===== src/rtl/al4s3b_fpga_wb_sequencer_pkg.sv =====
// Shared types and constants for the Wishbone slave sequencer.
// Aperture geometry, default read word and the FSM state encoding.
package al4s3b_fpga_wb_sequencer_pkg;

  localparam int unsigned WB_APERWIDTH = 17;
  localparam int unsigned WB_APERSIZE  = 10;
  localparam int unsigned NUM_SLV      = 4;
  localparam int unsigned SLV_IDX_W    = $clog2(NUM_SLV);

  localparam logic [31:0] WB_DEFAULT_READ_VALUE = 32'hBADFABAC;

  typedef enum logic [1:0] {
    ST_IDLE,
    ST_ACTIVE,
    ST_RESP
  } state_t;

endpackage


===== src/rtl/wb_timeout_counter.sv =====
// Counts ACTIVE cycles of one slave access.
// Flags expiry on the cycle whose increment reaches LIMIT.
module wb_timeout_counter #(
  parameter int unsigned LIMIT = 16
) (
  input  logic clk,
  input  logic rst,
  input  logic clear,
  input  logic enable,
  output logic expired
);

  localparam int unsigned W = $clog2(LIMIT + 1);

  logic [W-1:0] cnt;

  always_ff @(posedge clk) begin
    if (rst) begin
      cnt <= '0;
    end else if (clear) begin
      cnt <= '0;
    end else if (enable) begin
      cnt <= cnt + W'(1);
    end
  end

  assign expired = enable && (cnt == W'(LIMIT - 1));

endmodule


===== src/rtl/al4s3b_fpga_wb_sequencer.sv =====
// Routes Wishbone requests to one of four module apertures,
// with timeout abort and a sticky error log.
module al4s3b_fpga_wb_sequencer
  import al4s3b_fpga_wb_sequencer_pkg::*;
#(
  parameter int unsigned APERWIDTH = WB_APERWIDTH,
  parameter int unsigned APERSIZE  = WB_APERSIZE,
  parameter logic [APERWIDTH-1:0] SLV0_BASE = 17'h04000,
  parameter logic [APERWIDTH-1:0] SLV1_BASE = 17'h05000,
  parameter logic [APERWIDTH-1:0] SLV2_BASE = 17'h06000,
  parameter logic [APERWIDTH-1:0] SLV3_BASE = 17'h07000,
  parameter int unsigned TIMEOUT_CYCLES = 16,
  parameter logic [31:0] DEFAULT_READ_VALUE = WB_DEFAULT_READ_VALUE
) (
  input  logic                    WBs_CLK_i,
  input  logic                    WBs_RST_i,
  input  logic [APERWIDTH-1:0]    WBs_ADR_i,
  input  logic                    WBs_CYC_i,
  input  logic                    WBs_STB_i,
  input  logic                    WBs_WE_i,
  output logic [31:0]             WBs_DAT_o,
  output logic                    WBs_ACK_o,
  output logic [NUM_SLV-1:0]      SLV_CYC_o,
  input  logic [NUM_SLV-1:0]      SLV_ACK_i,
  input  logic [32*NUM_SLV-1:0]   SLV_DAT_i,
  input  logic                    ERR_CLR_i,
  output logic                    ERR_FLAG_o,
  output logic [APERWIDTH-1:0]    ERR_ADR_o,
  output logic [7:0]              ERR_CNT_o
);

  localparam logic [APERWIDTH-1:0] BASES [NUM_SLV] =
    '{SLV0_BASE, SLV1_BASE, SLV2_BASE, SLV3_BASE};

  state_t state;
  state_t state_nxt;

  logic [SLV_IDX_W-1:0] sel;
  logic [SLV_IDX_W-1:0] hit_idx;
  logic                 hit;
  logic                 req;
  logic [APERWIDTH-1:0] req_adr;
  logic [APERWIDTH-1:0] err_adr_nxt;
  logic [31:0]          slot_dat [NUM_SLV];
  logic [31:0]          dat_nxt;
  logic [NUM_SLV-1:0]   onehot;
  logic                 slv_ack;
  logic                 dat_load;
  logic                 err_log;
  logic                 cnt_clr;
  logic                 expired;
  logic                 unused_we;

  assign unused_we = WBs_WE_i;
  assign req       = WBs_CYC_i & WBs_STB_i;

  // Scan high to low so the lowest matching index is the one kept.
  always_comb begin
    hit     = 1'b0;
    hit_idx = '0;
    for (int k = NUM_SLV - 1; k >= 0; k--) begin
      if (WBs_ADR_i[APERWIDTH-1:APERSIZE] ==
          BASES[k][APERWIDTH-1:APERSIZE]) begin
        hit     = 1'b1;
        hit_idx = k[SLV_IDX_W-1:0];
      end
    end
  end

  always_comb begin
    for (int k = 0; k < NUM_SLV; k++) begin
      slot_dat[k] = SLV_DAT_i[32*k +: 32];
    end
  end

  always_comb begin
    onehot      = '0;
    onehot[sel] = 1'b1;
  end

  assign slv_ack   = SLV_ACK_i[sel];
  assign SLV_CYC_o = (state == ST_ACTIVE) ? onehot : '0;
  assign WBs_ACK_o = (state == ST_RESP);

  always_comb begin
    state_nxt   = state;
    dat_load    = 1'b0;
    dat_nxt     = DEFAULT_READ_VALUE;
    err_log     = 1'b0;
    err_adr_nxt = req_adr;
    cnt_clr     = 1'b0;
    unique case (state)
      ST_IDLE: begin
        if (req) begin
          if (hit) begin
            state_nxt = ST_ACTIVE;
            cnt_clr   = 1'b1;
          end else begin
            state_nxt   = ST_RESP;
            dat_load    = 1'b1;
            err_log     = 1'b1;
            err_adr_nxt = WBs_ADR_i;
          end
        end
      end
      ST_ACTIVE: begin
        // Abandon beats ack; ack beats timeout.
        if (!WBs_CYC_i) begin
          state_nxt = ST_IDLE;
        end else if (slv_ack) begin
          state_nxt = ST_RESP;
          dat_load  = 1'b1;
          dat_nxt   = slot_dat[sel];
        end else if (expired) begin
          state_nxt = ST_RESP;
          dat_load  = 1'b1;
          err_log   = 1'b1;
        end
      end
      ST_RESP: begin
        state_nxt = ST_IDLE;
      end
      default: begin
        state_nxt = ST_IDLE;
      end
    endcase
  end

  wb_timeout_counter #(
    .LIMIT (TIMEOUT_CYCLES)
  ) u_timeout (
    .clk     (WBs_CLK_i),
    .rst     (WBs_RST_i),
    .clear   (cnt_clr),
    .enable  (state == ST_ACTIVE),
    .expired (expired)
  );

  always_ff @(posedge WBs_CLK_i) begin
    if (WBs_RST_i) begin
      state      <= ST_IDLE;
      sel        <= '0;
      req_adr    <= '0;
      WBs_DAT_o  <= '0;
      ERR_FLAG_o <= 1'b0;
      ERR_ADR_o  <= '0;
      ERR_CNT_o  <= '0;
    end else begin
      state <= state_nxt;
      if (state == ST_IDLE && req) begin
        sel     <= hit_idx;
        req_adr <= WBs_ADR_i;
      end
      if (dat_load) begin
        WBs_DAT_o <= dat_nxt;
      end
      // A clear coinciding with a new error restarts the count at one.
      if (err_log) begin
        ERR_FLAG_o <= 1'b1;
        ERR_ADR_o  <= err_adr_nxt;
        if (ERR_CLR_i) begin
          ERR_CNT_o <= 8'd1;
        end else if (ERR_CNT_o != 8'hFF) begin
          ERR_CNT_o <= ERR_CNT_o + 8'd1;
        end
      end else if (ERR_CLR_i) begin
        ERR_FLAG_o <= 1'b0;
        ERR_CNT_o  <= '0;
      end
    end
  end

endmodule

===== config.mk =====
export PLATFORM = sky130hd
export DESIGN_NAME = al4s3b_fpga_wb_sequencer
export DESIGN_NICKNAME = d
export VERILOG_FILES = /design/src/rtl/al4s3b_fpga_wb_sequencer_pkg.sv /design/src/rtl/wb_timeout_counter.sv /design/src/rtl/al4s3b_fpga_wb_sequencer.sv
export SDC_FILE = /design/constraint.sdc
export NUM_CORES = 1
export LEC_CHECK = 0
export BUFFER_PORTS_ARGS = -buffer_cell sky130_fd_sc_hd__clkbuf_2
export CAP_MARGIN = 20
export CORE_MARGIN = 5
export CORE_UTILIZATION = 51
export CTS_BUF_LIST = sky130_fd_sc_hd__clkbuf_8
export DETAILED_ROUTE_END_ITERATION = 10
export PLACE_DENSITY = 0.89
export SYNTH_ARGS = -nofsm -noshare
export SYNTH_HDL_FRONTEND = slang
export SYNTH_HIERARCHICAL = 1
export SYNTH_SLANG_ARGS = --single-unit

===== constraint.sdc =====
create_clock -name WBs_CLK_i -period 5.85 [get_ports WBs_CLK_i]
set_clock_uncertainty 0.15 [all_clocks]
set_input_delay 0.8775 -clock WBs_CLK_i [delete_from_list [all_inputs] [get_ports WBs_CLK_i]]
set_output_delay 0.8775 -clock WBs_CLK_i [all_outputs]
set_load 0.01 [all_outputs]

==> impl_metrics.tcl, run 1 <==
set metrics [dict create \
    post-dp-hpwl_mm 9.36 \
    portBuffers 216 \
    cpMaxStageDelayCell "and4bb_2" \
    status "finished clean" \
    clockPowerShare 0.350 \
    vias 4013 \
    drv_cap 0 \
    total_leakage_power_nw 2.44 \
    combPwrFrac 0.148 \
    gr-total-overflow 0 \
    register_area_sq_mm 0.00168 \
    cts_resized 0 \
    period_minus_slack_ns 2.90 \
    final_cell_mix "clkbuf_2, nor2_1, dfxtp_1, nand2_1, mux4_2" \
    worst_pin_slew_ns 0.844 \
    switchingPower_w 0.000325 \
    cts_buffers 9 \
    start_util 0.517 \
    worst_setup_path_end_kind "flip-flop" \
    multi_input_area_sq_mm 0.00236 \
    path_clk_slew_ns 0.10 \
    grt_max_degree 53 \
    drt-total-wl_mm 12.1 \
    cts-hold-fix-buffers 0 \
    ant_nets 0 \
    antenna_found_initial 0 \
    io_pins 218 \
    finalCritPeriodShare 0.495 \
    drive_above_1_share 0.451 \
    critical_path_peak_fanout 34 \
    syn_inst 431 \
    ys_ff_latch 84 \
    cts_sinks 84 \
    max_freq_mhz 345 \
    worstSkewPairLatency_ns 0.35 \
    dieArea_sq_mm 0.0102 \
    synth_cell_types 45 \
    synth_edf_count 0 \
    gp_congestion 0.855 \
    wl_per_cell_microns 16.3 \
    coreArea_sq_mm 0.00813 \
    crit_type "input port to flip-flop" \
    async_flop_share 0 \
    crit_arrival_ns 2.98 \
    nets 787 \
    antenna_cells 0 \
    synth-seq-area-share 0.400 \
    ys.flop_type "dfxtp_1" \
    vias_per_cell 5.43 \
    rsz0062_at_grt "no" \
    synth_fp_nets 589 \
    setup_violations 0 \
    drcViolationCount 0 \
    intPower_w 0.000891 \
    drt_iter0_drc 125 \
    hold_class "flip-flop to flip-flop" \
    place_area_sq_mm 0.00531 \
    cp_cell_sequence "clkbuf_2 > and4bb_2 > o41ai_4 > buf_4 > nand2_2 > nor2_1 > a211oi_1" \
    crit_buf_inv 2 \
    max-slew-margin-rel 0.436 \
    final_common_cell "clkbuf_2" \
    seqPwrFrac 0.502 \
    grt_pass1_wl_mm 18.9 \
    p_per_area_mw_per_mm2 220 \
    synthTopCellsByArea "dfxtp_1, mux4_2, nor2_1" \
    die_w_microns 101 \
    setup_tns_ns 0 \
    peakVddDrop_v 0.000105 \
    grt_pass1_vias 4024 \
    cts_setup_buffers 0 \
    die_y_microns 101 \
    required_ns 5.94 \
    finalHoldViolations 0 \
    drtPass1Iterations 4 \
    rows 33 \
    worst_setup_path_start_kind "input port" \
    fillers 639 \
    clock-root-buffer "clkbuf_8" \
    maxSlewViolCount 0 \
    crit_family "simple AND/OR/NAND/NOR gates" \
    synth_warnings 6 \
    syn-cell-area_sq_mm 0.00421 \
    switching_share 0.267 \
    slowest_delay_ns 0.58 \
    cts_buffer_depth 2 \
    cts_tree "yes" \
    grt_use_total 0.233 \
    synthToLayoutAreaGrowth_pct 31.2 \
    avgSynthCellArea_sq_um 9.76 \
    yosysTopAreaCellShare 0.400 \
    htreeDepth 3 \
    synth_top_area_cell "dfxtp_1" \
    design_area_sq_mm 0.00552 \
]
## area by class of cell
cell class              count  share of cell area
clock buffers               9              0.0224
clock inverters             7              0.0145
inverters                   4             0.00272
multi-input cells         308               0.427
flip-flops and latches     84               0.305
well taps                 105              0.0238
repair buffers            222               0.204
## synthesized netlist by cell type (3+ instances only)
cell type	n
and3_1	3
xnor2_1	6
buf_2	9
a311oi_1	4
o21ai_0	3
dfxtp_1	84
nor2_1	85
inv_1	4
nand3_1	6
ha_1	3
mux4_2	33
a22oi_1	11
a21oi_1	22
nand2_1	46
mux2i_1	15
a211oi_1	15
nor3_1	24
clkbuf_1	23
## worst register-to-register path: cells and delay by family (launching register included)
kind | cells | cell delay [ns]
DFF | 1 | 0.31
and+or+nand+nor | 3 | 0.94
muxes | 1 | 0.49
AOI/OAI and AO/OA | 1 | 0.30
buffers and inverters | 1 | 0.39
## cell families after synthesis
logic type,share of synthesized area
AO/OA/AOI/OAI,0.120
XOR/XNOR,0.0125
adder cells (fa/ha/maj),0.00893
buffers and inverters,0.0393
flip-flops,0.400
multiplexers,0.219
AND/OR/NAND/NOR,0.200
## per-stage QoR
stage	power [W]	hold slack (ns)	setup WS, ns	util	cells
2_1_floorplan	0.000712	0.286	3.25	-	431
3_3_place_gp	0.000794	0.291	2.77	0.653	723
3_5_place_dp	0.000803	0.298	2.67	0.653	723
4_1_cts	0.00122	0.311	2.99	0.678	739
5_1_grt	0.00127	0.336	2.83	0.678	739
6_report	0.00122	0.311	2.95	0.678	739
## registers in the layout, summed over array words and instances (netlist names)
| name | flops |
|---|---|
| ERR_ADR_o | 17 |
| ERR_CNT_o | 8 |
| ERR_FLAG_o | 1 |
| WBs_DAT_o | 32 |
| req_adr | 17 |
| sel | 2 |
| state | 2 |
| u_timeout/cnt | 5 |
## routing by layer
layer / share of wire / vias to the layer above / global-route usage
met3: 0.075 / 30 / 0.0408
met1: 0.38 / 1854 / 0.272
li1: - / 1950 / -
met2: 0.52 / 179 / 0.421
met5: 0 / - / 0
met4: 0.028 / 0 / 0.0912
## power by group through the flow
stage	sequential [W]	combinational (W)	clock, W
floorplan	0.000631	0.0000809	0
global placement	0.000622	0.000172	0
detailed placement	0.000624	0.000179	0
CTS	0.000611	0.000181	0.000432
global route	0.000614	0.000198	0.000457
finish	0.000611	0.000179	0.000426
## worst paths after layout
check                                 from             to  slack, ns  cells after the start
worst max-delay path             WBs_CYC_i  ERR_ADR_o[12]       2.95                      7
worst min-delay path            req_adr[4]     req_adr[4]       0.31                      2
worst max register to register      sel[1]  ERR_ADR_o[12]       3.16                      6
worst min register to register  req_adr[4]     req_adr[4]       0.31                      2
No activity file was read; power rests on OpenSTA's default activity.
==> inputs of run 2 (changes only) <==
CORE_UTILIZATION = 47   (was 51)
PLACE_DENSITY = 0.83   (was 0.89)
clock period = 2.7 ns   (was 5.85 ns; I/O delays follow)
==> run 2 against run 1 <==
Effect of this change:
- critical path type is now flip-flop to flip-flop
- first-iteration DRC count grew 15%
- wire length grew 5.3%
- setup slack lost 2.7 ns
- sequential share of layout area shrank 0.43 points
- critical path depth grew 2
- global-route usage shrank 0.55 points
- core utilization shrank 3.7 points
- worst hold slack lost 0.18 ns
- register-to-register slack lost 2.9 ns
- combinational power grew 120%
==> impl_metrics.tcl, run 2 (same netlist as run 1, synthesis figures left out) <==
set metrics [dict create \
    status "finished clean" \
    setup_violations 0 \
    portBuffers 216 \
    post-dp-hpwl_mm 10.2 \
    period_minus_slack_ns 2.45 \
    coreArea_sq_mm 0.00872 \
    cts_sinks 84 \
    drv_cap 0 \
    die_y_microns 105 \
    gr-total-overflow 0 \
    drt_iter0_drc 144 \
    vias 4003 \
    drt-total-wl_mm 12.7 \
    power.total_w 0.00281 \
    max_freq_mhz 408 \
    finalHoldViolations 0 \
    cts_tree "yes" \
    cts_buffers 9 \
    max-slew-margin-rel 0.467 \
    nets 791 \
    largest_reg_flops 32 \
    wl_per_cell_microns 17.0 \
    grt_pass1_wl_mm 20.2 \
    crit_arrival_ns 2.55 \
    maxSlewViolCount 0 \
    crit_type "flip-flop to flip-flop" \
    cts_setup_buffers 0 \
    dieArea_sq_mm 0.0109 \
    drive_above_1_share 0.453 \
    cts_buffer_depth 2 \
    io_pins 218 \
    drtPass1Iterations 4 \
    fin_cells 746 \
    die_w_microns 105 \
    reg_top3 "WBs_DAT_o (32), ERR_ADR_o (17), req_adr (17)" \
    cts-hold-fix-buffers 0 \
    cts_resized 0 \
    vias_per_cell 5.37 \
    start_util 0.482 \
    htreeDepth 3 \
    finalCritPeriodShare 0.907 \
    grt_use_total 0.227 \
    required_ns 2.80 \
    final_cell_mix "clkbuf_2, nor2_1, dfxtp_1, nand2_1, mux4_2" \
    post-place-cells 730 \
    p_per_area_mw_per_mm2 502 \
    hold_class "input port to flip-flop" \
    path_clk_slew_ns 0.09 \
    final_common_cell "clkbuf_2" \
    synthToLayoutAreaGrowth_pct 33.1 \
    grt_pass1_vias 4162 \
    antenna_cells 0 \
    grt_max_degree 45 \
    setup_tns_ns 0 \
    rsz0062_at_grt "no" \
    antenna_found_initial 0 \
    worst_pin_slew_ns 0.797 \
    ant_nets 0 \
    hold-worst-slack_ns 0.132 \
    worst_setup_path_end_kind "flip-flop" \
    place_ws_ns 0.249 \
    postLayoutSetupSlackWorst_ns 0.250 \
    fillers 726 \
    gp_congestion 0.839 \
    drcViolationCount 0 \
    clock-root-buffer "clkbuf_8" \
    regMostFlops "WBs_DAT_o" \
    worst_setup_path_start_kind "flip-flop" \
    peakVddDrop_v 0.000299 \
    rows 34 \
    critical_path_peak_fanout 32 \
    worstSkewPairLatency_ns 0.35 \
    total_leakage_power_nw 2.49 \
]
run 2: final cells by class:
class	count	area, sq um	share of cell area
clock buffer	10	138	0.0246
clock inverter	6	111	0.0199
inverter	4	15.0	0.00268
multi-input combinational	308	2360	0.421
sequential	84	1680	0.301
tap	108	135	0.0241
timing repair buffer	226	1160	0.207
run 2: critical path: stages (launching register included):
cell	delay, ns
dfxtp_1	0.42
ha_1	0.23
and3_1	0.17
ha_1	0.15
and2_2	0.19
nand4b_4	0.23
nand2_2	0.17
buf_4	0.32
nor2_1	0.07
a311oi_1	0.26
run 2: per-layer routing:
metal	global-route usage	up-vias	wire, microns
met5	0	-	0
li1	-	1953	-
met4	0.126	0	605
met3	0.0610	39	980
met1	0.245	1849	4650
met2	0.403	162	6470
run 2: worst paths after layout:
check	start	to	cells past startpoint	slack (ns)
hold reg to reg	req_adr[12]	req_adr[12]	2	0.31
setup reg to reg	u_timeout/cnt[0]	ERR_ADR_o[16]	9	0.25
hold / removal	WBs_ADR_i[8]	req_adr[8]	3	0.13
setup / recovery	u_timeout/cnt[0]	ERR_ADR_o[16]	9	0.25
run 2: power by group:
part,internal (W),total [W],switching [W]
registers,0.00129,0.00132,0.0000293
logic,0.000200,0.000391,0.000192
clock network,0.000642,0.00110,0.000455
total,0.00213,0.00281,0.000676
run 2: metrics by stage:
step / area [sq um] / util
finish: 5600 / 0.642
global route: 5600 / 0.642
CTS: 5600 / 0.642
detailed placement: 5350 / 0.613
global placement: 5350 / 0.613
floorplan: 4210 / -
==> inputs of run 3 (changes only) <==
SYNTH_HIERARCHICAL = default   (was 1)
==> run 3 against run 2 <==
Effect of this change:
- sequential share of layout area grew 0.64 points
- register-to-register slack gained 0.24 ns
- critical path depth shrank 1
==> impl_metrics.tcl, run 3 <==
set metrics [dict create \
    finalCritPeriodShare 0.820 \
    drive_above_1_share 0.499 \
    worst_pin_slew_ns 0.727 \
    async_flop_share 0 \
    cp_common_cell "ha_1" \
    yosysTopAreaCellShare 0.409 \
    crit_type "flip-flop to flip-flop" \
    cts_buffers 9 \
    slowest_delay_ns 0.38 \
    cts_buffer_depth 2 \
    reg_top3 "WBs_DAT_o (32), ERR_ADR_o (17), req_adr (17)" \
    rows 34 \
    rsz0062_at_grt "no" \
    worstSkewPairLatency_ns 0.34 \
    grt_pass1_vias 4143 \
    yosysMostFrequentCell "dfxtp_1" \
    clock-root-buffer "clkbuf_8" \
    max-slew-margin-rel 0.514 \
    grt_use_met1 0.278 \
    syn_inst 399 \
    grt_max_degree 38 \
    final_cell_mix "clkbuf_2, dfxtp_1, nand2_1, mux4_2, nor2_1" \
    io_pins 218 \
    synthTopCellsByCount "dfxtp_1, nand2_1, mux4_2, nor2_1, a21oi_1" \
    dieArea_sq_mm 0.0107 \
    largest_reg_flops 32 \
    vias 4101 \
    synth_cell_types 47 \
    globalRouteMet3Util 0.0752 \
    antenna_cells 0 \
    cts_resized 0 \
    design_area_sq_mm 0.00548 \
    cts-hold-fix-buffers 0 \
    synthToLayoutAreaGrowth_pct 33.3 \
    fillers 733 \
    utilization 0.635 \
    ys.flop_type "dfxtp_1" \
    synth-seq-area-share 0.409 \
    use_met2 0.425 \
    critical_path_peak_fanout 17 \
    syn-cell-area_sq_mm 0.00411 \
    synth_top_area_cell "dfxtp_1" \
    cp_cell_sequence "ha_1 > and3_1 > ha_1 > nand4b_1 > or2_1 > buf_4 > a211oi_2 > mux2i_1" \
    grt_use_total 0.240 \
    drcViolationCount 0 \
    htreeDepth 3 \
    p_per_area_mw_per_mm2 458 \
    max_freq_mhz 452 \
    drv_cap 0 \
    vias_per_cell 5.70 \
    avgSynthCellArea_sq_um 10.3 \
    drt-total-wl_mm 13.4 \
    synth_edf_count 0 \
    die_y_microns 104 \
    setup_tns_ns 0 \
    die_w_microns 104 \
    drtPass1Iterations 4 \
    busiest_layer "met2" \
    antenna_found_initial 0 \
    total_leakage_power_nw 2.41 \
    worst_setup_path_end_kind "flip-flop" \
    post-dp-hpwl_mm 10.6 \
    finalHoldViolations 0 \
    peakVddDrop_v 0.000300 \
    maxSlewViolCount 0 \
    required_ns 2.81 \
    synthTopCellsByArea "dfxtp_1, mux4_2, nand2_1" \
    grt_pass1_wl_mm 21.3 \
    gr-total-overflow 0 \
    synth_warnings 0 \
    hold_class "input port to flip-flop" \
    regMostFlops "WBs_DAT_o" \
    drt_iter0_drc 215 \
    coreArea_sq_mm 0.00864 \
    final_common_cell "clkbuf_2" \
    hold-worst-slack_ns 0.140 \
    cts_tree "yes" \
    ys_ff_latch 84 \
    synth_fp_nets 557 \
    cpMaxStageDelayCell "dfxtp_1" \
    crit_arrival_ns 2.32 \
    start_util 0.476 \
    portBuffers 216 \
    nets 764 \
    setup_violations 0 \
    cts_setup_buffers 0 \
    place_area_sq_mm 0.00530 \
    period_minus_slack_ns 2.21 \
    cts_sinks 84 \
    gp_congestion 0.872 \
    wl_per_cell_microns 18.6 \
    path_clk_slew_ns 0.09 \
    status "finished clean" \
    worst_setup_path_start_kind "flip-flop" \
    ant_nets 0 \
]
-- run 3: cell count changes after synthesis, moves of 12 or more --
cell      delta
o221a_2     +21
nand2_1     +29
nor2_1      -62
a311oi_1    +12
nor3_1      -19
-- run 3: kinds of logic (layout without fill, tap and decap cells) --
family / count (synthesis) / count (layout) / synth area share
XOR/XNOR: 3 / 3 / 0.00639
buffers and inverters: 42 / 254 / 0.0423
adder cells (fa/ha/maj): 3 / 3 / 0.00913
AND/OR/NAND/NOR: 136 / 136 / 0.148
multiplexers: 37 / 37 / 0.190
AO/OA/AOI/OAI: 94 / 94 / 0.195
flip-flops: 84 / 84 / 0.409
-- run 3: worst max-delay path: cells and delay by family (launching register included) --
family          cells  cell delay (ns)
simple gates        3             0.53
flops               1             0.38
fa+ha+maj           2             0.38
compound gates      1             0.27
buf+inv             1             0.21
mux                 1             0.21
-- run 3: path summary, 6_finish.rpt --
| path | startpoint | endpoint | slack (ns) | cells past startpoint |
|---|---|---|---|---|
| worst min-delay path | WBs_ADR_i[1] | req_adr[1] | 0.14 | 3 |
| worst min register to register | req_adr[0] | req_adr[0] | 0.31 | 2 |
| worst max-delay path | u_timeout.cnt[0] | ERR_CNT_o[4] | 0.49 | 8 |
| worst max register to register | u_timeout.cnt[0] | ERR_CNT_o[4] | 0.49 | 8 |
-- run 3: area by class of cell --
type / instances / area [sq um] / share of cell area
Clock buffer: 10 / 138 / 0.0251
Sequential cell: 84 / 1680 / 0.307
Inverter: 8 / 30.0 / 0.00548
Tap cell: 108 / 135 / 0.0247
Timing Repair Buffer: 230 / 1200 / 0.219
Clock inverter: 6 / 38.8 / 0.00708
Multi-Input combinational cell: 273 / 2260 / 0.412
-- run 3: report_power, final --
| group | total, W | switching, W | leakage, nW | internal [W] |
|---|---|---|---|---|
| sequential | 0.00132 | 0.0000320 | 0.687 | 0.00129 |
| clock | 0.000798 | 0.000440 | 0.0938 | 0.000358 |
| combinational | 0.000389 | 0.000184 | 1.63 | 0.000205 |
-- run 3: metrics by stage --
stage | setup WS (ns) | std cells | total power (W)
floorplan | 0.696 | 399 | 0.00153
global placement | 0.537 | 703 | 0.00173
detailed placement | 0.464 | 703 | 0.00174
CTS | 0.463 | 719 | 0.00254
global route | 0.352 | 719 | 0.00263
finish | 0.486 | 719 | 0.00251
-- run 3: per-layer routing --
metal / wire length, microns / part of all wire / up-vias
met1: 5050 / 0.38 / 1952
met2: 6980 / 0.52 / 194
li1: - / - / 1938
met5: 0 / 0 / -
met3: 1140 / 0.085 / 17
met4: 184 / 0.014 / 0
